`config.mk`:
```
export PLATFORM = sky130hd
export DESIGN_NAME = tri_sched
export DESIGN_NICKNAME = d
export VERILOG_FILES = /design/src/rtl/tri_pkg.sv /design/src/rtl/tri_loader.sv /design/src/rtl/tri_sched.sv
export SDC_FILE = /design/constraint.sdc
export NUM_CORES = 1
export LEC_CHECK = 0
export ABC_CLOCK_PERIOD_IN_PS = 7400
export CAP_MARGIN = 25
export CORE_MARGIN = 5
export CORE_UTILIZATION = 50
export DETAILED_ROUTE_END_ITERATION = 7
export GPL_TIMING_DRIVEN = 0
export PLACE_DENSITY = 0.7
export SLEW_MARGIN = 0
export SYNTH_ARGS = -nofsm -noshare
export SYNTH_HDL_FRONTEND = slang
export SYNTH_SLANG_ARGS = --single-unit
```
`constraint.sdc`:
```
create_clock -name clk -period 7.4 [get_ports clk]
set_input_delay 1.48 -clock clk [delete_from_list [all_inputs] [get_ports clk]]
set_output_delay 1.48 -clock clk [all_outputs]
set_load 0.05 [all_outputs]
```
`src/rtl/tri_pkg.sv`:
```
// Shared types and constants for the triangle edge-setup block.
// The edge pair table gives the vertex indices (i, j) that each edge spans.
package tri_pkg;

    typedef enum logic [1:0] {
        IDLE   = 2'd0,
        MUL    = 2'd1,
        COMMIT = 2'd2
    } state_t;

    localparam int COORD_W   = 8;
    localparam int AB_W      = 9;
    localparam int C_W       = 17;
    localparam int NUM_VERTS = 3;
    localparam int NUM_BYTES = 2 * NUM_VERTS;

    localparam logic [1:0] EDGE_PAIR [NUM_VERTS][2] = '{
        '{2'd0, 2'd1},
        '{2'd1, 2'd2},
        '{2'd2, 2'd0}
    };

endpackage

```
`src/rtl/tri_loader.sv`:
```
// Byte collector: gathers x0,y0,x1,y1,x2,y2 into a shadow bank and
// raises shadow_full until the scheduler takes the triangle with swap.
module tri_loader
    import tri_pkg::*;
(
    input  logic                               clk,
    input  logic                               rst_n,
    input  logic [COORD_W-1:0]                 in_data,
    input  logic                               in_valid,
    input  logic                               swap,
    output logic                               in_ready,
    output logic                               shadow_full,
    output logic [NUM_VERTS-1:0][COORD_W-1:0]  shadow_x,
    output logic [NUM_VERTS-1:0][COORD_W-1:0]  shadow_y
);

    logic [NUM_BYTES-1:0][COORD_W-1:0] bank_reg;
    logic [2:0]                        idx_reg;
    logic                              full_reg;
    logic                              accept;

    // A full bank blocks loading, so accept and swap never coincide.
    assign accept      = in_valid && !full_reg;
    assign in_ready    = !full_reg;
    assign shadow_full = full_reg;

    always_ff @(posedge clk or negedge rst_n) begin
        if (!rst_n) begin
            idx_reg  <= '0;
            full_reg <= 1'b0;
            bank_reg <= '0;
        end else begin
            if (accept) begin
                bank_reg[idx_reg] <= in_data;
                if (idx_reg == 3'(NUM_BYTES - 1)) begin
                    idx_reg  <= '0;
                    full_reg <= 1'b1;
                end else begin
                    idx_reg <= idx_reg + 3'd1;
                end
            end else if (swap) begin
                full_reg <= 1'b0;
            end
        end
    end

    generate
        for (genvar gi = 0; gi < NUM_VERTS; gi++) begin : g_vert
            assign shadow_x[gi] = bank_reg[2*gi];
            assign shadow_y[gi] = bank_reg[2*gi+1];
        end
    endgenerate

endmodule

```
`src/rtl/tri_sched.sv`:
```
// Triangle edge-setup: swaps in a loaded triangle at frame_end, computes
// A/B/C for three edges over six cycles with one multiplier, then commits.
module tri_sched
    import tri_pkg::*;
(
    input  logic                       clk,
    input  logic                       rst_n,
    input  logic [COORD_W-1:0]         in_data,
    input  logic                       in_valid,
    output logic                       in_ready,
    input  logic                       frame_end,
    output logic                       busy,
    output logic                       params_valid,
    output logic signed [AB_W-1:0]     edge_a0,
    output logic signed [AB_W-1:0]     edge_a1,
    output logic signed [AB_W-1:0]     edge_a2,
    output logic signed [AB_W-1:0]     edge_b0,
    output logic signed [AB_W-1:0]     edge_b1,
    output logic signed [AB_W-1:0]     edge_b2,
    output logic signed [C_W-1:0]      edge_c0,
    output logic signed [C_W-1:0]      edge_c1,
    output logic signed [C_W-1:0]      edge_c2
);

    state_t state_reg, state_next;
    logic [1:0] e_reg;
    logic       phase_reg;
    logic       swap;
    logic       shadow_full;

    logic [NUM_VERTS-1:0][COORD_W-1:0] shadow_x, shadow_y;
    logic [COORD_W-1:0] x_reg [NUM_VERTS];
    logic [COORD_W-1:0] y_reg [NUM_VERTS];

    logic signed [AB_W-1:0] a_stg [NUM_VERTS];
    logic signed [AB_W-1:0] b_stg [NUM_VERTS];
    logic signed [C_W-1:0]  c_stg [NUM_VERTS];
    logic signed [AB_W-1:0] a_out [NUM_VERTS];
    logic signed [AB_W-1:0] b_out [NUM_VERTS];
    logic signed [C_W-1:0]  c_out [NUM_VERTS];
    logic                   valid_reg;

    logic [1:0]             vi, vj;
    logic [COORD_W-1:0]     mul_a, mul_b;
    logic [2*COORD_W-1:0]   product;
    logic signed [C_W-1:0]  prod_ext;
    logic signed [AB_W-1:0] a_val, b_val;

    tri_loader u_loader (
        .clk         (clk),
        .rst_n       (rst_n),
        .in_data     (in_data),
        .in_valid    (in_valid),
        .swap        (swap),
        .in_ready    (in_ready),
        .shadow_full (shadow_full),
        .shadow_x    (shadow_x),
        .shadow_y    (shadow_y)
    );

    // A frame_end is only honoured with a complete triangle and an idle engine.
    assign swap = frame_end && shadow_full && (state_reg == IDLE);
    assign busy = (state_reg != IDLE);

    always_ff @(posedge clk or negedge rst_n) begin
        if (!rst_n) begin
            state_reg <= IDLE;
        end else begin
            state_reg <= state_next;
        end
    end

    always_comb begin
        state_next = state_reg;
        case (state_reg)
            IDLE:    if (swap) state_next = MUL;
            MUL:     if (e_reg == 2'd2 && phase_reg) state_next = COMMIT;
            COMMIT:  state_next = IDLE;
            default: state_next = IDLE;
        endcase
    end

    // Phase 0 multiplies xi*yj, phase 1 multiplies xj*yi for the same edge.
    assign vi      = EDGE_PAIR[e_reg][0];
    assign vj      = EDGE_PAIR[e_reg][1];
    assign mul_a   = phase_reg ? x_reg[vj] : x_reg[vi];
    assign mul_b   = phase_reg ? y_reg[vi] : y_reg[vj];
    assign product = mul_a * mul_b;
    assign prod_ext = $signed({1'b0, product});
    assign a_val   = $signed({1'b0, y_reg[vi]}) - $signed({1'b0, y_reg[vj]});
    assign b_val   = $signed({1'b0, x_reg[vj]}) - $signed({1'b0, x_reg[vi]});

    always_ff @(posedge clk or negedge rst_n) begin
        if (!rst_n) begin
            e_reg     <= '0;
            phase_reg <= 1'b0;
            valid_reg <= 1'b0;
            for (int v = 0; v < NUM_VERTS; v++) begin
                x_reg[v] <= '0;
                y_reg[v] <= '0;
                a_stg[v] <= '0;
                b_stg[v] <= '0;
                c_stg[v] <= '0;
                a_out[v] <= '0;
                b_out[v] <= '0;
                c_out[v] <= '0;
            end
        end else begin
            if (swap) begin
                e_reg     <= '0;
                phase_reg <= 1'b0;
                for (int v = 0; v < NUM_VERTS; v++) begin
                    x_reg[v] <= shadow_x[v];
                    y_reg[v] <= shadow_y[v];
                end
            end
            if (state_reg == MUL) begin
                phase_reg <= ~phase_reg;
                if (phase_reg) begin
                    e_reg        <= (e_reg == 2'd2) ? 2'd0 : e_reg + 2'd1;
                    c_stg[e_reg] <= c_stg[e_reg] - prod_ext;
                end else begin
                    a_stg[e_reg] <= a_val;
                    b_stg[e_reg] <= b_val;
                    c_stg[e_reg] <= prod_ext;
                end
            end
            // All nine coefficients become visible together.
            if (state_reg == COMMIT) begin
                valid_reg <= 1'b1;
                for (int v = 0; v < NUM_VERTS; v++) begin
                    a_out[v] <= a_stg[v];
                    b_out[v] <= b_stg[v];
                    c_out[v] <= c_stg[v];
                end
            end
        end
    end

    assign params_valid = valid_reg;
    assign edge_a0 = a_out[0];
    assign edge_a1 = a_out[1];
    assign edge_a2 = a_out[2];
    assign edge_b0 = b_out[0];
    assign edge_b1 = b_out[1];
    assign edge_b2 = b_out[2];
    assign edge_c0 = c_out[0];
    assign edge_c1 = c_out[1];
    assign edge_c2 = c_out[2];

endmodule

```
# Word-level counts from Yosys, hierarchy flattened
# Cells that the tools add are included.
totals:
  ff_bits: 316
  input_bits: 12
  out_inout_bits: 108
  wordCells: 117
classes:
  n_addsub: 5
  multipliers: 1
  order_cmp: 6
  eq_ne: 7
  mux: 44
  bitwise_logic: 4
  n_reduce_logical: 14
ops:
  columns: ["op", "count"]
  rows:
  - ["bitwise mux 51 bit", 2]
  - ["two-way mux 8 bit", 11]
  - ["binary-select mux 8 bit (select 2 bit)", 4]
  - ["bitwise mux 27 bit", 2]
  - ["two-way mux 17 bit", 3]
  - ["two-way mux 51 bit", 1]
  - ["bitwise mux 48 bit", 1]
  - ["binary-select mux 17 bit (select 2 bit)", 1]
  - ["demux 17 bit (select 2 bit)", 1]
  - ["demux 8 bit (select 3 bit)", 1]
  - ["demux 9 bit (select 2 bit)", 1]
  - ["subtractor 8 x 8 -> 9 bit", 2]
  - ["subtractor 17 bit", 1]
  - ["multiplier 8 x 8 -> 16 bit", 1]
  - ["two-way mux 2 bit", 6]
  - [">= comparator 3 bit, second input constant", 3]
  - ["two-way mux 9 bit", 1]
  - ["inverter 2 -> 3 bit", 3]
  - ["binary-select mux 4 bit (select 2 bit)", 1]
  - ["two-way mux 4 bit", 2]
  - ["logical AND 1 bit", 6]
  - ["inequality test 2 bit, second input constant", 3]
  - ["AND reduction 2 bit", 3]
  - ["nonzero test 2 bit", 3]
  - ["14 further kinds", 18]

# Longest topological paths before layout
logic_depth:
  word_depth: 13
  ltp_mapped: 32
  ltp_nobuf: 28

# Cells and area by module
# From an unflattened synthesis, not the netlist that was laid out.
unflattened:
  hier_cells: 1525
  hier_area_um2: 16668.5
modules_own_cells:
  columns: ["module", "n_inst", "cells_each", "area_per_inst_um2", "seq_area_each_um2"]
  rows:
  - ["tri_sched", 1, 1408, 14684.1, 6606.3]
  - ["tri_loader", 1, 117, 1984.4, 1301.2]

# Least setup slack after synthesis
# No wires, ideal clock.
synth_timing:
  kind: "register -> register"
  from: "register e_reg[0]"
  to: "register c_stg[15] (netlist bit)"
  setup_ns: 0.074
  arrival_time_ns: 6.441
  required_ns: 7.326
  setup_slack_ns: 0.884
  path_stages_with_launch: 30
  n_path_buf: 3
  synth_period_minus_slack_ns: 6.516
  cell_sequence: "dfrtp_1 -> nand2b_1 -> buf_4 -> nand2_4 -> buf_4 -> o21ai_0 -> inv_1 -> a21oi_4 -> or2_2 -> fa_1 -> fa_1 -> inv_1 -> fa_1 -> inv_1 -> fa_1 -> inv_1 -> ha_1 -> a21oi_1 -> nand2_1 -> a31oi_4 -> o21ai_2 -> xnor2_1 -> ha_1 -> clkbuf_1 -> a21oi_1 -> nand2_1 -> o211ai_2 -> or4b_1 -> o211a_1 -> o21ai_2"
synth_between:
  elab_chain_cells: 13
  elab_cells_between_ends: 33
  cone_classes: "add/sub (1); mul (1); order compare (2); mux (25); bitwise (3); reduce/logical (1)"
synth_rtl:
  columns: ["element", "line", "rtl"]
  rows:
  - ["from (decl)", "tri_sched.sv:26", "logic [1:0] e_reg;"]
  - ["from (signal assigned)", "tri_sched.sv:120", "e_reg <= (e_reg == 2'd2) ? 2'd0 : e_reg + 2'd1;"]
  - ["inverter 2 -> 3 bit (implied by the code) *", null, null]
  - ["binary-select mux 4 bit (select 2 bit)", "tri_sched.sv:84, tri_sched.sv:85", null]
  - ["two-way mux 4 bit (implied by the code) (2 in a row)", "tri_sched.sv:85", "assign vj = EDGE_PAIR[e_reg][1];"]
  - ["inverter 2 -> 3 bit (implied by the code)", "tri_sched.sv:86, tri_sched.sv:87", null]
  - ["binary-select mux 8 bit (select 2 bit) (on tied branches)", "tri_sched.sv:86, tri_sched.sv:87", null]
  - ["two-way mux 8 bit (on tied branches) (3 in a row)", "tri_sched.sv:86, tri_sched.sv:87", null]
  - ["multiplier 8 x 8 -> 16 bit", "tri_sched.sv:88", "assign product = mul_a * mul_b;"]
  - ["subtractor 17 bit", "tri_sched.sv:121", "c_stg[e_reg] <= c_stg[e_reg] - prod_ext;"]
  - ["bitwise mux 51 bit", "tri_sched.sv:121", null]
  - ["two-way mux 51 bit *", "tri_sched.sv:119", "if (phase_reg) begin"]
  - ["to (signal, indexed assignment)", "tri_sched.sv:121", null]
  - ["to (signal, indexed assignment)", "tri_sched.sv:125", "c_stg[e_reg] <= prod_ext;"]
  - ["to (decl)", "tri_sched.sv:37", "logic signed [C_W-1:0] c_stg [NUM_VERTS];"]
# Mark *: on every way between the ends. The rest lies on a longest branch, timed or not. The select of a mux whose other input is x is not followed.
# A chain may end at the register's enable or synchronous reset.

# Final worst setup path
# Ends and elaborated chain as after synthesis.

==> flow_summary.json <==
{
  "timing.fmax_mhz": 142,
  "syn_nets": 1648,
  "grt-ovfl-total": 0,
  "final_area_mm2": 0.0200,
  "drv_slew": 0,
  "diodes": 0,
  "muxShareOfSynthArea": 0.168,
  "hold_path_class": "register to register",
  "max_slew_margin": 0.410,
  "grt_max_degree": 122,
  "largest_reg_flops": 51,
  "drt_wl_total_um": 41800,
  "die_area_mm2": 0.0374,
  "rsz0062_at_grt": "false",
  "yosysUniqueCellTypes": 73,
  "synth_top_area_cell": "dfrtp_1",
  "dp_hpwl_um": 31200,
  "yosysMostFrequentCell": "dfrtp_1",
  "critPathLaunch": "e_reg[0]$_DFF_PN0_",
  "synth_compound_area_frac": 0.102,
  "synth-main-ff-cell": "dfrtp_1",
  "slowest_delay_ps": 530,
  "critical_path_class": "register to register",
  "multi_input_area_mm2": 0.00847,
  "rrSetupSlack_ps": 340,
  "wl_per_cell_um": 19.3,
  "ant_nets": 0,
  "gp_congestion": 0.889,
  "critPathSlowestCell": "fa_1",
  "critPathLaunchType": "register",
  "worstHoldStart": "a_stg[22]$_DFFE_PN0P_",
  "h-tree-depth": 2,
  "drive_above_1_share": 0.228,
  "die_width_um": 193,
  "drt_iter0_markers": 862,
  "grt_pass1_wl_um": 67800,
  "async_reset_ff_frac": 1.00,
  "reg.largest.list": "c_stg (51), a_stg (27), b_stg (27)",
  "cts_tree": "yes",
  "synth_simple_gate_area_frac": 0.110,
  "regArea_mm2": 0.00791,
  "finClkSkew_ps": 16.7,
  "cp-end-kind": "register",
  "r2r-start": "e_reg[0]$_DFF_PN0_",
  "netlist_instances": 1529,
  "status": "completed",
  "synth_seq_cells": 316,
  "synth_top_area_share": 0.471,
  "drc": 0,
  "synthAdderAreaFrac": 0.0971,
  "clk_path_buf_depth": 3,
  "synth_edf_count": 0,
  "synth_top_family_by_area": "multiplexers",
  "worst_slew_pin_slew_ps": 885,
  "port_buffers": 119,
  "ys_seq_area_frac": 0.471,
  "clkLatencyLatePin_ps": 520,
  "hold-worst-slack_ps": 470,
  "ys_warn_count": 0,
  "grt_use_total": 0.221,
  "critical-path-top-delay-family": "adder cells",
  "antenna_found_initial": 0,
  "crit_top_cell": "fa_1",
  "crit_arrival_ps": 7500,
  "fp.dieH_um": 193,
  "n_fill_cell": 2823,
  "ctsRootBufferMaster": "clkbuf_16",
  "netlist_top_cells_count": "dfrtp_1 (316), mux2_2 (218), nand2_1 (169)",
  "syn_to_final_growth_pct": 18.8,
  "netlist_area_mm2": 0.0168,
  "numClockSinks": 316,
  "place_area_mm2": 0.0186,
  "io_pins": 120,
  "path_buf_inv": 5,
  "synth_area_per_cell_um2": 11.0,
  "fin_crit_sh": 0.954,
  "hold_viol": 0,
  "maxCapViolations": 0,
  "via_per_inst": 5.58,
  "ys_top_cells_by_area": "dfrtp_1 (47%), mux2_2 (15%), ha_1 (5.1%), fa_1 (4.6%), nand2_1 (3.8%)",
  "grt_pass1_vias": 12100,
  "setup_viol": 0,
  "rows": 67,
  "cts_buffers": 34,
  "coreArea_mm2": 0.0334,
  "clk_pin_slew_ps": 60,
  "largest-register": "c_stg",
  "first_pass_iters": 5,
  "crit_required_ps": 7840,
  "synthXorXnorAreaFrac": 0.0172,
  "start_util": 0.503,
  "fin_nets": 1814,
  "period_minus_slack_ps": 7060,
  "worst-path-max-fanout": 10,
  "num_vias": 12100
}
==> worst min-delay path, cell delays in order (launching register included) <==
cell	delay [ps]
dfrtp_1	340
nand2_1	50
nand2_1	50
==> worst paths after layout <==
kind / to / cells after the start
worst max-delay path: c_stg[15]$_DFFE_PN0P_ / 28
worst min-delay path: a_stg[22]$_DFFE_PN0P_ / 2
worst max register to register: c_stg[15]$_DFFE_PN0P_ / 28
worst min register to register: a_stg[22]$_DFFE_PN0P_ / 2
max in group asynchronous: edge_b1[4]$_DFFE_PN0N_ / 2
min in group asynchronous: u_loader.shadow_y[16]$_DFFE_PN0P_ / 1
==> layout by cell type (no fill, tap or decap), types with 6 or more instances in the layout <==
cell and n:
dfrtp_1 315, mux2_2 218, nand2_1 169, nor2_1 141, clkdlybuf4s50_1 118, o21ai_0 110, inv_1 67, ha_1 65
a21oi_1 51, fa_1 39, clkbuf_1 36, clkbuf_16 35, mux2i_1 34, buf_2 24, nand2b_1 20, buf_4 18
xnor2_1 17, nor2b_1 15, nand3_1 15, xor2_1 14, o21ai_2 13, a21oi_4 13, a21o_1 10, a21oi_2 9
or3_1 9, a211oi_1 8, or2_1 8, o21ai_1 7, o22ai_1 7, clkbuf_8 7, o22a_1 6, o211ai_1 6
==> kinds of logic after synthesis <==
| kind of cell | count (synthesis) |
|---|---|
| adders and majority gates | 107 |
| DFF | 316 |
| muxes | 253 |
| and+or+nand+nor | 413 |
| AOI/OAI and AO/OA | 273 |
| buffers and inverters | 134 |
| xor gates and xnor gates | 33 |
==> metrics by stage <==
| step | util | instances | TNS [ps] | setup slack (ps) |
|---|---|---|---|---|
| 2_1_floorplan | - | 1529 | 0 | 884 |
| 3_3_place_gp | 0.556 | 2096 | -2733710 | -8680 |
| 3_5_place_dp | 0.558 | 2099 | -1560 | -262 |
| 4_1_cts | 0.592 | 2159 | 0 | 21.9 |
| 5_1_grt | 0.598 | 2166 | 0 | 3.16 |
| 6_report | 0.598 | 2166 | 0 | 340 |
==> layout make-up <==
class | count | share of cell area
buffer | 63 | 0.0160
inverter | 68 | 0.0128
clock buffer | 50 | 0.0502
clock inverter | 9 | 0.00489
multi-input combinational | 1079 | 0.425
tap | 448 | 0.0281
timing repair buffer | 133 | 0.0672
sequential | 316 | 0.396
==> per-layer routing <==
layer	up-vias	track usage	part of all wire
met2	350	0.350	0.46
li1	5601	-	-
met1	6065	0.327	0.46
met3	68	0.0334	0.056
met4	0	0.0477	0.021
met5	-	0	0
==> timing repair <==
item                                    CTS  global route
buffers inserted                          1            10
pin swaps                                 1             8
resized for setup                         5            28
hold buffers                              0             0
endpoints found under the setup margin   14            20
Power is left out: the tool's default activity adds up to more than one toggle a clock period on the data nets, which glitch-free logic cannot reach.
